--- config.mk ---
export PLATFORM = sky130hd
export DESIGN_NAME = fetch_queue
export DESIGN_NICKNAME = d
export VERILOG_FILES = /design/src/rtl/fetch_queue.sv
export SDC_FILE = /design/constraint.sdc
export NUM_CORES = 1
export LEC_CHECK = 0
export BUFFER_PORTS_ARGS = -buffer_cell sky130_fd_sc_hd__buf_2
export CAP_MARGIN = 20
export CORE_MARGIN = 2
export CORE_UTILIZATION = 45
export DETAILED_ROUTE_END_ITERATION = 16
export PLACE_DENSITY_LB_ADDON = 0.05
export SYNTH_ARGS = -nofsm -noshare
export SYNTH_HDL_FRONTEND = slang
export SYNTH_SLANG_ARGS = --single-unit
export TNS_END_PERCENT = 5
--- constraint.sdc ---
create_clock -name clk -period 3.6 [get_ports clk]
set_input_delay 0.72 -clock clk [delete_from_list [all_inputs] [get_ports clk]]
set_output_delay 0.72 -clock clk [all_outputs]
set_load 0.01 [all_outputs]
--- src/rtl/fetch_queue.sv ---
// Instruction fetch queue: buffers {pc, instr} pairs from the fetch unit,
// throttles/steers the PC, and hands entries to decode via valid/ready.
module fetch_queue #(
  parameter int unsigned DEPTH    = 4,
  parameter logic [31:0] RESET_PC = 32'h0000_3000
) (
  input  logic        clk,
  input  logic        reset,
  input  logic [31:0] fetch_pc,
  input  logic [31:0] fetch_instr,
  output logic        fetch_enable,
  output logic [31:0] next_pc,
  input  logic        redirect,
  input  logic [31:0] redirect_pc,
  output logic        out_valid,
  input  logic        out_ready,
  output logic [31:0] out_instr,
  output logic [31:0] out_pc
);

  localparam int unsigned AW       = $clog2(DEPTH);
  localparam logic [AW:0] CNT_FULL = (AW + 1)'(DEPTH);

  logic [31:0] r_pc_mem    [DEPTH];
  logic [31:0] r_instr_mem [DEPTH];
  logic [AW-1:0] r_rd;
  logic [AW-1:0] r_wr;
  logic [AW:0]   r_count;

  logic w_pop;
  logic w_push;

  // Handshake decode, PC steering and head read-out
  always_comb begin
    out_valid    = (r_count != '0);
    w_pop        = out_valid & out_ready;
    // A full queue still accepts a push when the head leaves this cycle
    w_push       = !redirect & ((r_count < CNT_FULL) | w_pop);
    fetch_enable = reset & (redirect | w_push);
    if (!reset)
      next_pc = RESET_PC;
    else if (redirect)
      next_pc = {redirect_pc[31:2], 2'b00};
    else
      next_pc = fetch_pc + 32'd4;
    out_instr    = r_instr_mem[r_rd];
    out_pc       = r_pc_mem[r_rd];
  end

  // Queue storage, pointers and occupancy; redirect flushes everything
  always_ff @(posedge clk or negedge reset) begin
    if (!reset) begin
      r_rd    <= '0;
      r_wr    <= '0;
      r_count <= '0;
      for (int unsigned i = 0; i < DEPTH; i++) begin
        r_pc_mem[i]    <= '0;
        r_instr_mem[i] <= '0;
      end
    end else if (redirect) begin
      r_rd    <= '0;
      r_wr    <= '0;
      r_count <= '0;
    end else begin
      if (w_push) begin
        r_pc_mem[r_wr]    <= fetch_pc;
        r_instr_mem[r_wr] <= fetch_instr;
        r_wr              <= r_wr + 1'b1;
      end
      if (w_pop)
        r_rd <= r_rd + 1'b1;
      case ({w_push, w_pop})
        2'b10:   r_count <= r_count + 1'b1;
        2'b01:   r_count <= r_count - 1'b1;
        default: r_count <= r_count;
      endcase
    end
  end

endmodule
==> results of run 1 <==
## cell families after synthesis
logic type	after synthesis
buf+inv	75
simple gates	100
fa+ha+maj	6
flops	263
xor+xnor	14
compound gates	65
mux	324
## state kept, by name, summed over array words and instances (netlist names)
register	flops
r_pc_mem	128
r_wr	2
r_instr_mem	128
r_count	3
r_rd	2
## cell type report
class / instances / area [um2] / share of cell area
Multi-Input combinational cell: 509 / 5580 / 0.369
Clock inverter: 18 / 274 / 0.0181
Timing Repair Buffer: 226 / 1340 / 0.0890
Sequential cell: 263 / 6590 / 0.436
Inverter: 9 / 33.8 / 0.00224
Tap cell: 378 / 473 / 0.0313
Clock buffer: 36 / 812 / 0.0538
## layout by cell type (no fill, tap or decap), drive strengths merged, types with 10 or more instances in the layout
cell	Yosys	layout
nand3	10	10
a31oi	10	10
buf	42	226
mux2	256	256
nor2	23	23
mux4	64	64
nand2	16	16
xnor2	10	10
a21oi	12	12
o21ai	25	25
dfrtp	263	263
clkbuf	24	36
or4	11	11
## metal layers
metal	global-route usage	up-vias	wire (um)
li1	-	3575	-
met1	0.300	4079	13600
met2	0.328	202	13500
met3	0.0400	34	1810
met4	0.0401	0	427
met5	0	-	0
## worst paths after layout
path,cells after the start,endpoint
max,7,next_pc[30]
min,2,r_pc_mem[100]$_DFFE_PN0P_
max reg2reg,6,r_instr_mem[73]$_DFFE_PN0P_
min reg2reg,1,r_pc_mem[38]$_DFFE_PN0P_
max in group asynchronous,3,r_rd[1]$_DFFE_PN0P_
min in group clk,2,r_instr_mem[121]$_DFFE_PN0P_
## power breakdown
group	total (mW)	switching, mW	leakage, nW	internal [mW]
Clock	3.32	1.22	0.537	2.10
Sequential	5.11	0.727	3.14	4.38
Combinational	4.09	1.61	2.88	2.48
Total	12.5	3.56	6.56	8.96
## worst max-delay path, stage by stage
cell and delay [ns]:
buf_2 0.09, ha_1 0.20, nand4_4 0.13, or4_1 0.69
or4_1 0.53, a31oi_1 0.19, buf_2 0.15
## metrics by stage
stage | setup slack, ns | utilization | total power [mW] | instances | hold slack, ns
floorplan | 0.447 | - | 7.89 | 847 | 0.424
global placement | 0.159 | 0.509 | 9.22 | 1385 | 0.482
detailed placement | 0.158 | 0.509 | 9.33 | 1385 | 0.487
CTS | 0.157 | 0.548 | 12.7 | 1439 | 0.186
global route | 0.0442 | 0.548 | 13.3 | 1439 | 0.203
finish | 0.170 | 0.548 | 12.5 | 1439 | 0.182
==> flow_metrics.py, run 1 <==
metrics = {
    "run_status": {
        "outcome": "finished clean",
    },
    "placed_design": {
        "port_buffers": 195,
        "post_dp_cell_area_mm2": 0.0140,
        "dp.final_hpwl_mm": 18.5,
        "globalplace.congestion": 0.727,
    },
    "grt": {
        "gr-total-overflow": 0,
        "grt_pass1_wl_mm": 47.2,
        "grt_max_degree": 130,
        "antenna_found_initial": 0,
        "track_usage": 0.207,
        "grt_pass1_vias": 8435,
    },
    "cells_and_area": {
        "areaGrowthSynthToFinish_pct": 20.9,
        "n_fill_cell": 2351,
        "design_area_mm2": 0.0151,
        "nNetsFinal": 1144,
        "n_antenna_cell": 0,
        "drive_above_1_share": 0.575,
    },
    "setup_path": {
        "cp-start-kind": "primary input",
        "critPathLaunch": "fetch_pc[2]",
        "regToRegSetupSlack_ns": 1.22,
        "crit_arrival_ns": 2.71,
        "timing.rr.start": "r_count[2]$_DFFE_PN0P_",
        "crit_type": "in2out",
        "path_max_fanout": 7,
        "end_kind": "output pin",
        "worstPathRequired_ns": 2.88,
    },
    "synth": {
        "synth_area_leader_cell": "dfrtp_1",
        "synth-edff-count": 0,
        "synth_most_common_cell": "dfrtp_1",
        "postSynthAreaPerCell_um2": 14.8,
        "synth-compound-area-share": 0.0315,
        "yosysTopAreaCellShare": 0.527,
        "synth-xor-area-share": 0.00981,
        "ys_warn_count": 0,
        "synth_nets": 953,
        "synth_ff_type": "dfrtp_1",
        "synthTopCellsByArea": "dfrtp_1 53%, mux2_2 23%, mux4_2 12%, buf_2 1.3%, o21ai_0 1.0%",
        "syn-cell-area_mm2": 0.0125,
        "ys_seq_elements": 263,
        "synth_top_family_by_area": "multiplexers",
        "synth_cell_types": 47,
        "ys_top_cells_by_count": "263 x dfrtp_1, 256 x mux2_2, 64 x mux4_2",
        "yosysSeqAreaShare": 0.527,
        "synthAdderAreaFrac": 0.00661,
        "synth-async-reset-ratio": 1.00,
        "syn_inst": 847,
        "yosys.area_share.simple": 0.0470,
        "synth_mux_area_frac": 0.349,
    },
    "floorplan": {
        "row_count": 61,
        "start_util": 0.454,
        "die_h_um": 171,
        "core_mm2": 0.0276,
        "die_x_um": 171,
        "die_area_mm2": 0.0291,
        "ios": 198,
    },
    "routing": {
        "vias": 7890,
        "post_drt_via_cell_ratio": 5.48,
        "routed_wl_mm": 29.3,
        "wl_per_cell_um": 20.3,
        "first_pass_iters": 4,
        "drtIter0Drc": 321,
        "drc_errors": 0,
        "final_antenna_net_count": 0,
    },
    "cts": {
        "cts_resized": 0,
        "postCtsHoldBufs": 0,
        "cts_sinks": 263,
        "clkTransAtPathRegs_ns": 0.06,
        "clock_path_buffers": 3,
        "cts_buffers": 29,
        "cts_max_level": 1,
        "cts_tree": "yes",
        "clock-root-buffer": "clkbuf_16",
        "postCtsSetupRepairBufs": 0,
        "clock_latency_ns": 0.54,
    },
    "sta": {
        "clock_skew_ns": 0.0176,
        "rsz0062_at_grt": "false",
        "setup_tns_ns": 0,
        "min_period_ns": 3.43,
        "tightestPinTransition_ns": 0.694,
        "min_period_over_period": 0.953,
        "hold_viol": 0,
        "maxSlewHeadroom": 0.537,
        "slew_violations": 0,
        "clock.fmax_mhz": 292,
        "finalSetupViolations": 0,
    },
    "min_path": {
        "hp-class": "in2async",
    },
    "pwr": {
        "p_per_area_mw_per_mm2": 829,
        "power_leakage_nw": 6.56,
        "vdd_drop_max_mv": 0.467,
    },
    "run": {
        "max_cap_violations": 0,
    },
}
Power figures use the tool's default switching activity.
==> run 2, diff against run 1 <==
--- a/config.mk
+++ b/config.mk
@@ -11,6 +11,8 @@
 export CORE_UTILIZATION = 45
 export DETAILED_ROUTE_END_ITERATION = 16
 export PLACE_DENSITY_LB_ADDON = 0.05
+export REMOVE_ABC_BUFFERS = 1
+export SLEW_MARGIN = 10
 export SYNTH_ARGS = -nofsm -noshare
 export SYNTH_HDL_FRONTEND = slang
 export SYNTH_SLANG_ARGS = --single-unit
==> run 2 against run 1 <==
Against the previous run:
- via count is 0.57% lower
- first-iteration DRC count up 25%
- clock skew fell by 0.011 ns
- critical path type unchanged
- routed wire length down 2.0%
- highest routed layer is now met5
==> flow_metrics.py, run 2 (synthesis gave the netlist of run 1 again) <==
metrics = {
    "min_path": {
        "hp-class": "in2reg",
        "hold_start": "fetch_instr[10]",
    },
    "pwr": {
        "p_int_mw": 8.61,
        "switching_share": 0.289,
        "p_clk_frac": 0.238,
        "pwr-share-seq": 0.419,
        "p_sw_mw": 3.50,
        "p_comb_frac": 0.342,
        "power_leakage_nw": 6.50,
        "p_per_area_mw_per_mm2": 809,
        "total_power_mw": 12.1,
        "vdd_drop_max_mv": 0.520,
    },
    "setup_path": {
        "path_max_fanout": 19,
        "timing.rr.start": "r_count[2]$_DFFE_PN0P_",
        "regToRegSetupSlack_ns": 1.27,
        "slowest_delay_ns": 0.44,
        "crit_arrival_ns": 2.68,
        "crit_path_top_delay_cell": "or4b_1",
        "cp-start-kind": "primary input",
        "end_kind": "output pin",
        "crit_type": "in2out",
        "cp_num_buf_inv": 4,
        "cp_top_family": "simple AND/OR/NAND/NOR gates",
        "critPathLaunch": "fetch_pc[2]",
        "worstPathRequired_ns": 2.88,
        "crit_chain": "buf_2, buf_4, and4_1, or4b_1, buf_4, or4_1, a31oi_1, buf_2",
    },
    "floorplan": {
        "die_x_um": 171,
        "die_area_mm2": 0.0291,
        "ios": 198,
        "die_h_um": 171,
        "row_count": 61,
        "core_mm2": 0.0276,
        "start_util": 0.454,
    },
    "sta": {
        "finalSetupViolations": 0,
        "clock_skew_ns": 0.00675,
        "slew_violations": 0,
        "min_period_over_period": 0.944,
        "maxSlewHeadroom": 0.465,
        "postLayoutSetupSlackWorst_ns": 0.201,
        "tightestPinTransition_ns": 0.802,
        "hold_slack_ns": 0.450,
        "clock.fmax_mhz": 294,
        "min_period_ns": 3.40,
        "hold_viol": 0,
        "setup_tns_ns": 0,
        "rsz0062_at_grt": "false",
    },
    "placed_design": {
        "port_buffers": 195,
        "dp_slack_ns": 0.0804,
        "dp.final_hpwl_mm": 18.4,
        "globalplace.congestion": 0.726,
    },
    "grt": {
        "grt_max_degree": 88,
        "gr-total-overflow": 0,
        "grt_pass1_wl_mm": 45.6,
        "antenna_found_initial": 2,
        "track_usage": 0.201,
        "grt_pass1_vias": 8111,
    },
    "cells_and_area": {
        "areaGrowthSynthToFinish_pct": 19.8,
        "n_fill_cell": 2378,
        "n_antenna_cell": 0,
        "final_util": 0.543,
        "largestRegisters": "r_instr_mem (128), r_pc_mem (128), r_count (3)",
        "final_cell_mix": "261 x dfrtp_1, 256 x mux2_2, 194 x buf_2, 64 x mux4_2, 29 x clkbuf_16",
        "final_common_cell": "dfrtp_1",
        "nNetsFinal": 1146,
        "seqCellArea_mm2": 0.00659,
        "drive_above_1_share": 0.570,
        "multi_input_area_mm2": 0.00558,
    },
    "routing": {
        "vias": 7845,
        "first_pass_iters": 4,
        "drc_errors": 0,
        "wl_per_cell_um": 20.0,
        "drtIter0Drc": 401,
        "routed_wl_mm": 28.7,
        "post_drt_via_cell_ratio": 5.47,
        "final_antenna_net_count": 0,
    },
    "run": {
        "max_cap_violations": 0,
    },
    "cts": {
        "clock_latency_ns": 0.54,
        "cts_tree": "yes",
        "cts_sinks": 263,
        "clkTransAtPathRegs_ns": 0.06,
        "cts_buffers": 29,
        "cts_max_level": 1,
        "clock_path_buffers": 3,
        "clock-root-buffer": "clkbuf_16",
    },
    "run_status": {
        "outcome": "finished clean",
    },
}
[run 2: cell types whose count changed in the layout (fill, tap and decap cells not counted), moves of 2 or more]
cell        previous run  this run
bufinv_16              7         1
clkinv_2               8         3
clkbuf_1               1         4
clkbuf_8               6        10
clkinvlp_4             2         0
[run 2: per-layer routing]
metal,GRT usage,vias to the layer above,share of wire
met2,0.334,180,0.48
met4,0.0438,4,0.016
met3,0.0444,40,0.059
met5,0,-,0.00098
met1,0.271,4043,0.44
li1,-,3578,-
[run 2: area by class of cell]
cell class / instances / area share
clock buffers: 43 / 0.0587
flip-flops and latches: 263 / 0.440
well taps: 378 / 0.0316
multi-input cells: 509 / 0.373
clock inverters: 5 / 0.00359
repair buffers: 228 / 0.0909
inverters: 9 / 0.00226
[run 2: worst paths after layout]
kind,to,cells after the start
worst max-delay path,next_pc[29],8
worst min-delay path,r_instr_mem[42]$_DFFE_PN0P_,2
worst max register to register,r_instr_mem[40]$_DFFE_PN0P_,5
worst min register to register,r_instr_mem[34]$_DFFE_PN0P_,1
max in group asynchronous,r_instr_mem[8]$_DFFE_PN0P_,4
min in group asynchronous,r_instr_mem[91]$_DFFE_PN0P_,2
[run 2: power groups by stage]
stage	logic, mW	registers, mW	clock network (mW)
detailed placement	4.23	5.13	0
CTS	4.24	5.08	2.98
global placement	4.15	5.08	0
floorplan	2.89	4.99	0
finish	4.15	5.08	2.89
global route	4.51	5.26	3.11
[run 2: what timing repair did]
action | in CTS | in global routing
hold endpoints to repair | 7 | 0
gates resized for setup | 0 | 1
setup endpoints to repair | 0 | 1
hold buffers | 1 | 0
buffers inserted | 0 | 0
[run 2: through the flow]
stage | instances | cell area, um2
2_1_floorplan | 781 | 12200
3_3_place_gp | 1386 | 14000
3_5_place_dp | 1386 | 14000
4_1_cts | 1435 | 15000
5_1_grt | 1435 | 15000
6_report | 1435 | 15000
[run 2: worst register-to-register path: stages (launching register included)]
cell	delay, ns
dfrtp_1	0.42
nor2b_1	0.19
nor2_1	0.56
nand2_4	0.42
buf_12	0.33
mux2_2	0.30
